===== config.mk =====
export PLATFORM = sky130hd
export DESIGN_NAME = dmem_arbiter_flat
export DESIGN_NICKNAME = d
export VERILOG_FILES = /design/src/rtl/dmem_arb_pkg.sv /design/src/rtl/dmem_arb_if.sv /design/src/rtl/dmem_arb_fair.sv /design/src/rtl/dmem_arbiter.sv /design/src/flat_wrapper.sv
export SDC_FILE = /design/constraint.sdc
export NUM_CORES = 1
export LEC_CHECK = 0
export ABC_AREA = 1
export BUFFER_PORTS_ARGS = -buffer_cell sky130_fd_sc_hd__buf_2
export CORE_AREA = 5 5 113 115
export DETAILED_ROUTE_END_ITERATION = 8
export DIE_AREA = 0 0 118 120
export MAX_ROUTING_LAYER = met4
export PLACE_DENSITY = 0.6
export SETUP_SLACK_MARGIN = 0.15
export SLEW_MARGIN = 25
export SYNTH_ARGS = -nofsm -noshare
export SYNTH_HDL_FRONTEND = slang
export SYNTH_SLANG_ARGS = --single-unit

===== constraint.sdc =====
create_clock -name clk -period 1.63 [get_ports clk]
set_input_delay 0.163 -clock clk [delete_from_list [all_inputs] [get_ports clk]]
set_output_delay 0.163 -clock clk [all_outputs]
set_load 0.03 [all_outputs]

===== src/rtl/dmem_arb_pkg.sv =====
// Shared types and default sizes for the data-memory arbiter.
package dmem_arb_pkg;

    typedef enum logic {
        ARB_RUN,
        ARB_HALTED
    } arb_state_e;

    typedef enum logic [1:0] {
        GNT_NONE,
        GNT_CPU,
        GNT_DBG
    } arb_gnt_e;

    localparam int ARB_ADDR_W   = 32;
    localparam int ARB_DATA_W   = 32;
    localparam int ARB_MAX_WAIT = 4;

endpackage


===== src/rtl/dmem_arb_if.sv =====
// CPU, debug and memory signals of the arbiter.
// The master side drives the requests and memory read data; the slave side is the arbiter.
interface dmem_arb_if
    import dmem_arb_pkg::*;
#(
    parameter int ADDR_W = ARB_ADDR_W,
    parameter int DATA_W = ARB_DATA_W
);
    logic              cpuReq;
    logic              cpuWe;
    logic [ADDR_W-1:0] cpuAddr;
    logic [DATA_W-1:0] cpuWData;
    logic [DATA_W-1:0] cpuRData;
    logic              cpuStall;
    logic              dbgValid;
    logic              dbgReady;
    logic              dbgWe;
    logic [ADDR_W-1:0] dbgAddr;
    logic [DATA_W-1:0] dbgWData;
    logic              dbgRspValid;
    logic [DATA_W-1:0] dbgRData;
    logic              dbgHalt;
    logic              haltAck;
    logic [ADDR_W-1:0] memAddr;
    logic [DATA_W-1:0] memWData;
    logic              memWe;
    logic [DATA_W-1:0] memRData;

    modport master (
        output cpuReq, cpuWe, cpuAddr, cpuWData,
        output dbgValid, dbgWe, dbgAddr, dbgWData, dbgHalt,
        output memRData,
        input  cpuRData, cpuStall, dbgReady, dbgRspValid, dbgRData, haltAck,
        input  memAddr, memWData, memWe
    );

    modport slave (
        input  cpuReq, cpuWe, cpuAddr, cpuWData,
        input  dbgValid, dbgWe, dbgAddr, dbgWData, dbgHalt,
        input  memRData,
        output cpuRData, cpuStall, dbgReady, dbgRspValid, dbgRData, haltAck,
        output memAddr, memWData, memWe
    );
endinterface


===== src/rtl/dmem_arb_fair.sv =====
// Bounded-wait tracker for a pending debug request (built only with DMEM_ARB_FAIR_EN).
// Counts down the losses a debug request may still suffer; at zero the debug side is forced.
module dmem_arb_fair #(
    parameter int MAX_WAIT = 4
) (
    input  logic clk,
    input  logic reset,
    input  logic i_dbg_valid,
    input  logic i_dbg_gnt,
    output logic o_force_dbg
);
    localparam logic [3:0] WAIT_LOAD = 4'(MAX_WAIT);

    logic [3:0] r_wait_left;

    always_ff @(posedge clk) begin
        if (!reset) begin
            r_wait_left <= WAIT_LOAD;
        end else if (!i_dbg_valid || i_dbg_gnt) begin
            r_wait_left <= WAIT_LOAD;
        end else if (r_wait_left != 4'd0) begin
            r_wait_left <= r_wait_left - 4'd1;
        end
    end

    assign o_force_dbg = (r_wait_left == 4'd0);
endmodule


===== src/rtl/dmem_arbiter.sv =====
// Single-port data-memory arbiter between the MEM stage and a debug/loader port.
// Define DMEM_ARB_FAIR_EN to bound debug wait time; otherwise the CPU has strict priority.
//
// state      | meaning
// ARB_RUN    | CPU has priority, debug served on idle cycles (or when forced)
// ARB_HALTED | debug owns memory exclusively, every CPU access stalls
module dmem_arbiter
    import dmem_arb_pkg::*;
#(
    parameter int ADDR_W   = ARB_ADDR_W,
    parameter int DATA_W   = ARB_DATA_W,
    parameter int MAX_WAIT = ARB_MAX_WAIT
) (
    input  logic     clk,
    input  logic     reset,
    dmem_arb_if.slave bus
);
    if (MAX_WAIT < 1 || MAX_WAIT > 15) begin : g_bad_max_wait
        $error("dmem_arbiter: MAX_WAIT must be within 1..15");
    end

    arb_state_e        r_state;
    arb_state_e        w_state_nxt;
    arb_gnt_e          w_gnt;
    logic              w_force_dbg;
    logic              w_dbg_gnt;
    logic              w_dbg_read;
    logic [ADDR_W-1:0] w_mem_addr;
    logic [DATA_W-1:0] w_mem_wdata;
    logic              w_mem_we;
    logic              r_rsp_valid;
    logic [DATA_W-1:0] r_rdata;

`ifdef DMEM_ARB_FAIR_EN
    dmem_arb_fair #(
        .MAX_WAIT(MAX_WAIT)
    ) u_fair (
        .clk        (clk),
        .reset      (reset),
        .i_dbg_valid(bus.dbgValid),
        .i_dbg_gnt  (w_dbg_gnt),
        .o_force_dbg(w_force_dbg)
    );
`else
    assign w_force_dbg = 1'b0;
`endif

    always_ff @(posedge clk) begin
        if (!reset) begin
            r_state <= ARB_RUN;
        end else begin
            r_state <= w_state_nxt;
        end
    end

    // Grant is held at none while reset is low so nothing touches memory.
    always_comb begin
        w_state_nxt = r_state;
        w_gnt       = GNT_NONE;
        case (r_state)
            ARB_RUN: begin
                if (bus.dbgHalt) begin
                    w_state_nxt = ARB_HALTED;
                end
                if (bus.cpuReq) begin
                    w_gnt = (bus.dbgValid && w_force_dbg) ? GNT_DBG : GNT_CPU;
                end else if (bus.dbgValid) begin
                    w_gnt = GNT_DBG;
                end
            end
            ARB_HALTED: begin
                if (!bus.dbgHalt) begin
                    w_state_nxt = ARB_RUN;
                end
                if (bus.dbgValid) begin
                    w_gnt = GNT_DBG;
                end
            end
            default: w_state_nxt = ARB_RUN;
        endcase
        if (!reset) begin
            w_gnt = GNT_NONE;
        end
    end

    always_comb begin
        w_mem_addr  = bus.cpuAddr;
        w_mem_wdata = bus.cpuWData;
        w_mem_we    = 1'b0;
        case (w_gnt)
            GNT_CPU: w_mem_we = bus.cpuWe;
            GNT_DBG: begin
                w_mem_addr  = bus.dbgAddr;
                w_mem_wdata = bus.dbgWData;
                w_mem_we    = bus.dbgWe;
            end
            default: w_mem_we = 1'b0;
        endcase
    end

    assign w_dbg_gnt  = (w_gnt == GNT_DBG);
    assign w_dbg_read = w_dbg_gnt && !bus.dbgWe;

    always_ff @(posedge clk) begin
        if (!reset) begin
            r_rsp_valid <= 1'b0;
            r_rdata     <= '0;
        end else begin
            r_rsp_valid <= w_dbg_read;
            if (w_dbg_read) begin
                r_rdata <= bus.memRData;
            end
        end
    end

    assign bus.memAddr     = w_mem_addr;
    assign bus.memWData    = w_mem_wdata;
    assign bus.memWe       = w_mem_we;
    assign bus.cpuRData    = bus.memRData;
    assign bus.cpuStall    = reset && bus.cpuReq && (w_gnt != GNT_CPU);
    assign bus.dbgReady    = w_dbg_gnt;
    assign bus.dbgRspValid = r_rsp_valid;
    assign bus.dbgRData    = r_rdata;
    assign bus.haltAck     = (r_state == ARB_HALTED);
endmodule


===== src/flat_wrapper.sv =====
// flat-port wrapper written by rule: the top's interface ports become plain ports
module dmem_arbiter_flat import dmem_arb_pkg::*;
#(
    parameter int ADDR_W   = ARB_ADDR_W,
    parameter int DATA_W   = ARB_DATA_W,
    parameter int MAX_WAIT = ARB_MAX_WAIT
)
  (clk, reset, bus_cpuReq, bus_cpuWe, bus_cpuAddr, bus_cpuWData, bus_dbgValid, bus_dbgWe, bus_dbgAddr, bus_dbgWData, bus_dbgHalt, bus_memRData, bus_cpuRData, bus_cpuStall, bus_dbgReady, bus_dbgRspValid, bus_dbgRData, bus_haltAck, bus_memAddr, bus_memWData, bus_memWe);
  dmem_arb_if #(.ADDR_W(ADDR_W), .DATA_W(DATA_W)) bus_i ();
  input  logic clk;
  input  logic reset;
  input wire logic [$bits(bus_i.cpuReq)-1:0] bus_cpuReq;
  input wire logic [$bits(bus_i.cpuWe)-1:0] bus_cpuWe;
  input wire logic [$bits(bus_i.cpuAddr)-1:0] bus_cpuAddr;
  input wire logic [$bits(bus_i.cpuWData)-1:0] bus_cpuWData;
  input wire logic [$bits(bus_i.dbgValid)-1:0] bus_dbgValid;
  input wire logic [$bits(bus_i.dbgWe)-1:0] bus_dbgWe;
  input wire logic [$bits(bus_i.dbgAddr)-1:0] bus_dbgAddr;
  input wire logic [$bits(bus_i.dbgWData)-1:0] bus_dbgWData;
  input wire logic [$bits(bus_i.dbgHalt)-1:0] bus_dbgHalt;
  input wire logic [$bits(bus_i.memRData)-1:0] bus_memRData;
  output wire logic [$bits(bus_i.cpuRData)-1:0] bus_cpuRData;
  output wire logic [$bits(bus_i.cpuStall)-1:0] bus_cpuStall;
  output wire logic [$bits(bus_i.dbgReady)-1:0] bus_dbgReady;
  output wire logic [$bits(bus_i.dbgRspValid)-1:0] bus_dbgRspValid;
  output wire logic [$bits(bus_i.dbgRData)-1:0] bus_dbgRData;
  output wire logic [$bits(bus_i.haltAck)-1:0] bus_haltAck;
  output wire logic [$bits(bus_i.memAddr)-1:0] bus_memAddr;
  output wire logic [$bits(bus_i.memWData)-1:0] bus_memWData;
  output wire logic [$bits(bus_i.memWe)-1:0] bus_memWe;
  assign bus_i.cpuReq = bus_cpuReq;
  assign bus_i.cpuWe = bus_cpuWe;
  assign bus_i.cpuAddr = bus_cpuAddr;
  assign bus_i.cpuWData = bus_cpuWData;
  assign bus_i.dbgValid = bus_dbgValid;
  assign bus_i.dbgWe = bus_dbgWe;
  assign bus_i.dbgAddr = bus_dbgAddr;
  assign bus_i.dbgWData = bus_dbgWData;
  assign bus_i.dbgHalt = bus_dbgHalt;
  assign bus_i.memRData = bus_memRData;
  assign bus_cpuRData = bus_i.cpuRData;
  assign bus_cpuStall = bus_i.cpuStall;
  assign bus_dbgReady = bus_i.dbgReady;
  assign bus_dbgRspValid = bus_i.dbgRspValid;
  assign bus_dbgRData = bus_i.dbgRData;
  assign bus_haltAck = bus_i.haltAck;
  assign bus_memAddr = bus_i.memAddr;
  assign bus_memWData = bus_i.memWData;
  assign bus_memWe = bus_i.memWe;
  dmem_arbiter #(.ADDR_W(ADDR_W), .DATA_W(DATA_W), .MAX_WAIT(MAX_WAIT)) u_core (.clk(clk), .reset(reset), .bus(bus_i));
endmodule

# == Yosys cells after proc, flatten, opt, wreduce, memory -nomap -nowiden ==
# Cells that the tools add are included.
# totals
ff_bits,34
input_bits,167
output_inout_bits,133
wordCells,19
# classes
eq_ne,3
n_mux,8
bitwise_logic,1
n_reduce_logical,4
# ops
op,n
two-way mux 32 bit,2
two-way mux 2 bit,3
one-hot mux 2 bit (2 select lines),1
logical AND 1 bit,3
== test 2 x 1 -> 1 bit (second input constant),1
== test 2 bit (second input constant),1
!= test 2 x 1 -> 1 bit (second input constant),1
one-hot mux 1 bit (2 select lines),1
zero test 1 bit,1
two-way mux 1 bit,1
inverter 1 bit,1

# == Depth between registers and ports, before layout ==
# Gate-level depths: netlist (run 1).
# logic_depth
depth_word,6
mapped_depth,12
ltp_nobuf,10

# == Worst setup path after synthesis (run 1) ==
# Ideal clock, no wire load.
# synth_timing
path_type,flip-flop to output port
start,reg u_core.r_state (netlist: u_core.bus.haltAck)
end,out bus_memWe
arrival_ps,2079
t_required_ps,1467
setup_slack_ps,-612
path_stages_with_launch,10
path_buffers,2
cell_sequence,dfxtp_1 > nor2_1 > inv_1 > nand3_1 > inv_1 > ha_1 > buf_2 > buf_2 > nand2_1 > a21oi_1
# synth_between
elab_chain_len,5
elab_cells_between_ends,6
cone_classes,eq/ne (2); mux (3); bitwise (1)
# synth_lines
item,line_no,source
"start, declared",dmem_arbiter.sv:22,arb_state_e r_state;
"start signal, assigned",dmem_arbiter.sv:52,r_state <= w_state_nxt;
inverter 1 bit,-,
one-hot mux 2 bit (2 select lines) *,dmem_arbiter.sv:60,case (r_state)
two-way mux 2 bit *,dmem_arbiter.sv:81,if (!reset) begin
== test 2 bit *,-,
via bus_dbgReady,flat_wrapper.sv:24,output wire logic [$bits(bus_i.dbgReady)-1:0] bus_dbgReady;
one-hot mux 1 bit (2 select lines) *,dmem_arbiter.sv:90,case (w_gnt)
"end, declared",flat_wrapper.sv:30,output wire logic [$bits(bus_i.memWe)-1:0] bus_memWe;
# Mark *: on every way through the listed nets, which the timed path passes. The rest lies on a longest branch.

# == Final worst setup path (run 1) ==
# layout_timing
start,reg u_core.r_state (netlist: u_core.bus.haltAck)
end,out bus_memWData[23]
# layout_between
elab_chain_len,5
# layout_lines
item,line_no,source
inverter 1 bit,-,
one-hot mux 2 bit (2 select lines) *,dmem_arbiter.sv:60,
two-way mux 2 bit *,dmem_arbiter.sv:81,
== test 2 bit *,dmem_arbiter.sv:90,
two-way mux 32 bit *,dmem_arbiter.sv:90,
"end, declared",flat_wrapper.sv:29,output wire logic [$bits(bus_i.memWData)-1:0] bus_memWData;
# Mark *: on every way between the ends. The rest lies on a longest branch, timed or not.

==> results by group, run 1 <==
Status
  • Status: finished, violations left
  • Failing checks: negative setup slack

Critical path
  • CP Max Fanout: 8
  • R2R Path End: u_core.bus.dbgRData[2]$_SDFFE_PN0P_
  • Reg2Reg Setup Slack: -0.14 ns
  • Critical path type: reg2out
  • Worst r2r src: u_core.bus.haltAck$_SDFF_PN0_
  • Setup crit start kind: flip-flop
  • Crit path arrival time: about 1.8 ns
  • R2r worst-path depth: 11
  • Critical Path End Type: output port
  • CP required: 1.47 ns

Timing
  • Min Hold Slack: about 0.094 ns
  • Fmax: 523 MHz
  • Setup_tns: -16.53 ns
  • Unrepaired setup endpoints after global routing: yes
  • Slew margin rel.: 0.760
  • Slew Limit Fails: 0
  • Tcrit/Tclk final: 1.17
  • PnR worst setup slack: -0.281 ns
  • Setup violations, final: 99
  • Final hold violations: 0
  • Worst Skew: 0.00690 ns
  • Worst-Margin Slew: between 0.3 and 0.4 ns
  • Min cycle time layout: between 1.5 and 2 ns

Routing
  • DR WL/cell: ~15 um
  • Vias: around 3900
  • Routed wl met3: 920 um
  • Met2 Routed Length: 7.24 mm
  • DRC Markers: 0
  • DR top layer: met4
  • Iter 0 DRT Violations: around 140
  • Post-DRT Antenna Nets: 0
  • Total wire length: 13.6 mm
  • Iteration count of the initial detailed-routing pass: 4
  • Vias per inst: approximately 4.3
  • Met1 WL: ~5.0 mm

Synthesis
  • Cell count after synthesis: about 470
  • Seq cells post-synth: 34
  • Synth Area per Inst: 5.50 um2
  • Post-Syn Area: between 2000 and 3000 um2
  • Post-Syn Nets: approximately 640
  • Netlist cell types: 14
  • Share of the yosys chip area belonging to registers: 0.265
  • Synth warn: 0

Finish
  • Commonest non-fill, non-tap cell in the layout: buf_2
  • Post-Layout Inst Area: between 6000 and 7000 um2
  • Most frequent cells in the layout: 233 x buf_2, 91 x nand2_4, 82 x nand2_1, 72 x buf_6, 63 x nor2_1
  • Share of post-route cells with drive strength above 1: 0.687
  • Layout area overhead: 136%
  • Fillers: 1126
  • Final nets: slightly above 900

Power
  • Pwr dens: roughly 600 nW/um2
  • Leak: around 3.4 nW
  • Pwr Total: around 3.6 mW
  • VDD IR max: roughly 0.48 mV

Clock tree
  • Clock Path Buffers: 2
  • CTS tree: built
  • Total CTS buffers: 5
  • Root Driver: clkbuf_16
  • H-tree depth: 2
  • Clock slew at reported path FFs: 0.05 ns
  • Worst-Skew Late Latency: around 0.28 ns
  • Clock Sinks: 34

Flow run
  • Max-cap violations: 0

Floorplan
  • Initial core utilization: 0.219
  • Die width: roughly 120 um
  • I/O pins: 300
  • Core area: 11700 um2
  • DIE AREA: ~14000 um2
  • Die height: ~120 um
  • Row cnt: 40

Worst hold path
  • Worst hold path class: in2reg
  • Hold path cells: 3
  • Hold Path End: u_core.bus.haltAck$_SDFF_PN0_
  • Hold Startpoint: bus_dbgHalt

Placed design
  • Port Buffers: 299
  • Final HPWL DP: 9.63 mm
  • DP Area: roughly 4700 um2
  • Placer Congestion: 0.849

GRT
  • First-pass GRT wire length: approximately 21 mm
  • Gr ovfl total: 0
  • Vias in the first global route: slightly below 4000
  • Pin count of the biggest net entering global routing: 34
  • Global-route total usage across every layer: 0.184
  • Initial antenna violation count: 1
==> what timing repair did <==
| item | 4_1_cts | 5_1_grt |
|---|---|---|
| gates cloned | 12 | 1 |
| buffers inserted | 13 | 1 |
| hold buffers | 0 | 0 |
| pin swaps | 26 | 6 |
| endpoints found under the setup margin | 99 | 99 |
| resized for setup | 230 | 14 |
==> power breakdown <==
part | total, mW | leakage, nW | switching, mW | internal [mW]
sequential | 0.880 | 0.277 | 0.0159 | 0.864
clock | 0.918 | 0.0698 | 0.353 | 0.565
combinational | 1.83 | 3.05 | 1.05 | 0.785
==> cell usage after synthesis <==
| cell | instances | area share |
|---|---|---|
| nand3_1 | 33 | 0.064 |
| nor2_4 | 1 | 0.0044 |
| nor2_1 | 66 | 0.097 |
| buf_6 | 3 | 0.013 |
| buf_2 | 10 | 0.020 |
| ha_1 | 2 | 0.0098 |
| clkbuf_1 | 5 | 0.0073 |
| buf_4 | 42 | 0.12 |
| dfxtp_1 | 34 | 0.27 |
| nor3_1 | 2 | 0.0039 |
| a21oi_1 | 1 | 0.0019 |
| nand2_1 | 227 | 0.33 |
| inv_2 | 1 | 0.0015 |
| inv_1 | 39 | 0.057 |
==> sequential cells by signal, indices dropped and copies added (netlist names) <==
name / count
u_core.bus.dbgRData: 32
u_core.bus.dbgRspValid: 1
u_core.bus.haltAck: 1
==> metrics by stage <==
stage / utilization / worst slack [ns] / cells
5_1_grt: 0.517 / -0.342 / 906
4_1_cts: 0.509 / -0.299 / 903
2_1_floorplan: - / -0.0683 / 466
3_5_place_dp: 0.397 / -0.191 / 870
6_report: 0.517 / -0.281 / 906
3_3_place_gp: 0.397 / -0.153 / 870
==> cell type report <==
class	instances	area, um2	area share
Clock buffer	5	125	0.0206
Timing Repair Buffer	342	2600	0.429
Multi-Input combinational cell	333	2270	0.375
Tap cell	147	184	0.0304
Inverter	40	158	0.0260
Sequential cell	34	684	0.113
Timing Repair inverter	1	8.76	0.00145
Antenna cell	1	2.50	0.000413
Clock inverter	3	21.3	0.00351
==> kinds of logic after synthesis <==
family / Yosys count / synth area share
simple gates: 329 / 0.501
flops: 34 / 0.265
buf+inv: 100 / 0.221
compound gates: 1 / 0.00195
fa+ha+maj: 2 / 0.00975
==> how the worst max path moves through the flow <==
stage / from / endpoint / slack (ns) / depth (start not counted)
after detailed placement: u_core.bus.haltAck$_SDFF_PN0_ / bus_memAddr[11] / -0.19 / 11
final: u_core.bus.haltAck$_SDFF_PN0_ / bus_memWData[23] / -0.28 / 11
after global placement: u_core.bus.haltAck$_SDFF_PN0_ / bus_memAddr[11] / -0.15 / 11
after CTS: u_core.bus.haltAck$_SDFF_PN0_ / bus_memWData[12] / -0.30 / 11
after global routing: u_core.bus.haltAck$_SDFF_PN0_ / bus_memWData[22] / -0.34 / 11
after floorplan: u_core.bus.haltAck$_SDFF_PN0_ / bus_memAddr[3] / -0.07 / 11
==> critical path, cell delays in order (launching register included) <==
cell and delay, ns:
dfxtp_4 0.35, nor2_4 0.07, inv_2 0.05, nor2_4 0.08
inv_2 0.05, ha_4 0.19, buf_12 0.16, buf_12 0.13
buf_16 0.14, nand2_2 0.07, nand2_4 0.04, buf_6 0.13
==> metal layers <==
| layer | GRT usage | up-vias |
|---|---|---|
| li1 | - | 1929 |
| met1 | 0.201 | 1735 |
| met2 | 0.331 | 191 |
| met3 | 0.0339 | 34 |
| met4 | 0.0688 | 0 |
| met5 | - | - |
No activity file was read; power rests on OpenSTA's default activity.
==> run 2, diff against run 1 <==
--- a/config.mk
+++ b/config.mk
@@ -7,11 +7,12 @@
 export LEC_CHECK = 0
 export ABC_AREA = 1
 export BUFFER_PORTS_ARGS = -buffer_cell sky130_fd_sc_hd__buf_2
-export CORE_AREA = 5 5 113 115
+export CORE_AREA = 5 5 112 114
+export CTS_CLUSTER_SIZE = 14
 export DETAILED_ROUTE_END_ITERATION = 8
-export DIE_AREA = 0 0 118 120
+export DIE_AREA = 0 0 117 119
 export MAX_ROUTING_LAYER = met4
-export PLACE_DENSITY = 0.6
+export PLACE_DENSITY = 0.61
 export SETUP_SLACK_MARGIN = 0.15
 export SLEW_MARGIN = 25
 export SYNTH_ARGS = -nofsm -noshare
==> constraint.sdc (replaced) <==
create_clock -name clk -period 2.2 [get_ports clk]
set_input_delay 0.22 -clock clk [delete_from_list [all_inputs] [get_ports clk]]
set_output_delay 0.22 -clock clk [all_outputs]
set_load 0.03 [all_outputs]
==> results by group, run 2 (synthesis gave the netlist of run 1 again) <==
GRT
  • Vias in the first global route: just over 3000
  • Gr ovfl total: 0
  • Pin count of the biggest net entering global routing: 99
  • Initial antenna violation count: 1
  • First-pass GRT wire length: ~17 mm
  • Global-route total usage across every layer: 0.162

Routing
  • Iter 0 DRT Violations: 211
  • Post-DRT Antenna Nets: 0
  • Iteration count of the initial detailed-routing pass: 5
  • Vias per inst: 4.13
  • DR WL/cell: 15.2 um
  • Total wire length: 13.3 mm
  • DRC Markers: 0
  • Vias: between 3000 and 4000

Clock tree
  • Clock slew at reported path FFs: 0.06 ns
  • Total CTS buffers: 5
  • CTS tree: built
  • H-tree depth: 2
  • Worst-Skew Late Latency: 0.27 ns
  • Hold_buf cts: 0
  • Clock Path Buffers: 2
  • Root Driver: clkbuf_16
  • Clock Sinks: 34

Floorplan
  • Core area: approximately 11000 um2
  • Die width: approximately 120 um
  • DIE AREA: between 10000 and 15000 um2
  • Initial core utilization: 0.227
  • Row cnt: 39
  • I/O pins: 300
  • Die height: 119 um

Critical path
  • Critical Path End Type: output port
  • Crit path arrival time: between 1.5 and 2 ns
  • Reg2Reg Setup Slack: approximately 0.5 ns
  • R2R Path End: u_core.bus.dbgRData[26]$_SDFFE_PN0P_
  • Setup crit start kind: flip-flop
  • R2r worst-path depth: 10
  • Worst r2r src: u_core.bus.haltAck$_SDFF_PN0_
  • CP required: just under 2 ns
  • Critical path type: reg2out
  • CP Max Fanout: 25

Timing
  • Min cycle time layout: about 2.0 ns
  • Setup_tns: 0 ns
  • Fmax: 499 MHz
  • Slew Limit Fails: 0
  • Tcrit/Tclk final: 0.910
  • Final hold violations: 0
  • Min Hold Slack: about 0.14 ns
  • Worst-Margin Slew: 0.376 ns
  • Setup violations, final: 0
  • Unrepaired setup endpoints after global routing: yes
  • Slew margin rel.: 0.749
  • Worst Skew: around 0.0047 ns

Power
  • Pwr dens: between 500 and 600 nW/um2
  • Leak: 2.79 nW
  • VDD IR max: a little under 0.4 mV

Placed design
  • Placer Congestion: ~0.94
  • Final HPWL DP: between 9 and 10 mm
  • Port Buffers: about 300

Worst hold path
  • Hold Startpoint: bus_dbgHalt
  • Hold path cells: 3
  • Hold Path End: u_core.bus.haltAck$_SDFF_PN0_
  • Worst hold path class: in2reg

Flow run
  • Max-cap violations: 0

Finish
  • Final nets: approximately 900
  • Most frequent cells in the layout: 236 x buf_2, 227 x nand2_1, 65 x nor2_1, 38 x buf_4, 37 x inv_1
  • Layout area overhead: 74.9%
  • Max reg flops: 32
  • Share of post-route cells with drive strength above 1: 0.454
  • Commonest non-fill, non-tap cell in the layout: buf_2

Status
  • Status: completed
[run 2: changes by cell type in the layout (fill, tap and decap cells not counted), moves of 4 or more]
cell       previous run  this run
nand3_1              22        32
nand2_2              53         0
buf_4                15        38
nand2_4              91         0
buf_16                6         2
clkbuf_4              0        15
clkbuf_16             6        10
buf_12                9         2
nand2_1              82       227
nand3_2              11         1
buf_6                72        15
[run 2: metrics by stage]
step / power, mW / setup WS (ns) / utilization / cells / cell area, um2
6_report: 2.36 / 0.198 / 0.396 / 871 / 4490
4_1_cts: 2.29 / 0.0808 / 0.364 / 862 / 4120
5_1_grt: 2.49 / 0.0908 / 0.396 / 871 / 4490
3_3_place_gp: 1.56 / 0.252 / 0.346 / 853 / 3920
3_5_place_dp: 1.57 / 0.221 / 0.346 / 853 / 3920
2_1_floorplan: 1.25 / 0.246 / - / 466 / 2570
[run 2: worst max path at each step]
stage                                        startpoint          endpoint
final                     u_core.bus.haltAck$_SDFF_PN0_         bus_memWe
after floorplan           u_core.bus.haltAck$_SDFF_PN0_  bus_memWData[10]
after global routing      u_core.bus.haltAck$_SDFF_PN0_   bus_memAddr[11]
after CTS                 u_core.bus.haltAck$_SDFF_PN0_   bus_memWData[1]
after detailed placement                     bus_cpuReq   bus_memWData[1]
after global placement                       bus_cpuReq   bus_memWData[1]
[run 2: where the power goes]
part	switching (mW)	total (mW)	internal, mW	leakage, nW
logic	0.633	1.02	0.384	2.44
registers	0.0106	0.651	0.641	0.277
clock network	0.249	0.696	0.447	0.0729
[run 2: what timing repair did]
action / 4_1_cts / 5_1_grt
pin swaps: 0 / 0
endpoints found under the hold margin: 0 / 0
cloned: 1 / 7
setup endpoints to repair: 65 / 65
buffers inserted: 0 / 1
gates resized for setup: 10 / 117
[run 2: area by class of cell]
| cell class | instances | area [um2] |
|---|---|---|
| fillers | 1308 | 6840 |
| inverters | 40 | 163 |
| repair buffers | 313 | 1970 |
| clock inverters | 2 | 12.5 |
| flip-flops and latches | 34 | 682 |
| diodes | 1 | 2.50 |
| multi-input cells | 332 | 1340 |
| clock buffers | 6 | 139 |
| well taps | 143 | 179 |
[run 2: worst max-delay path, cell delays in order (launching register included)]
cell     delay, ns
dfxtp_2       0.32
nor2_1        0.04
inv_1         0.09
nand3_2       0.09
inv_2         0.07
ha_4          0.25
buf_16        0.19
nand2_1       0.09
a21oi_2       0.14
buf_2         0.21
[run 2: per-layer routing]
metal,vias up,GRT usage,routed length (um)
li1,1864,-,-
met1,1479,0.188,5080
met4,0,0.0430,453
met5,-,-,0
met2,225,0.281,6440
met3,26,0.0330,1280
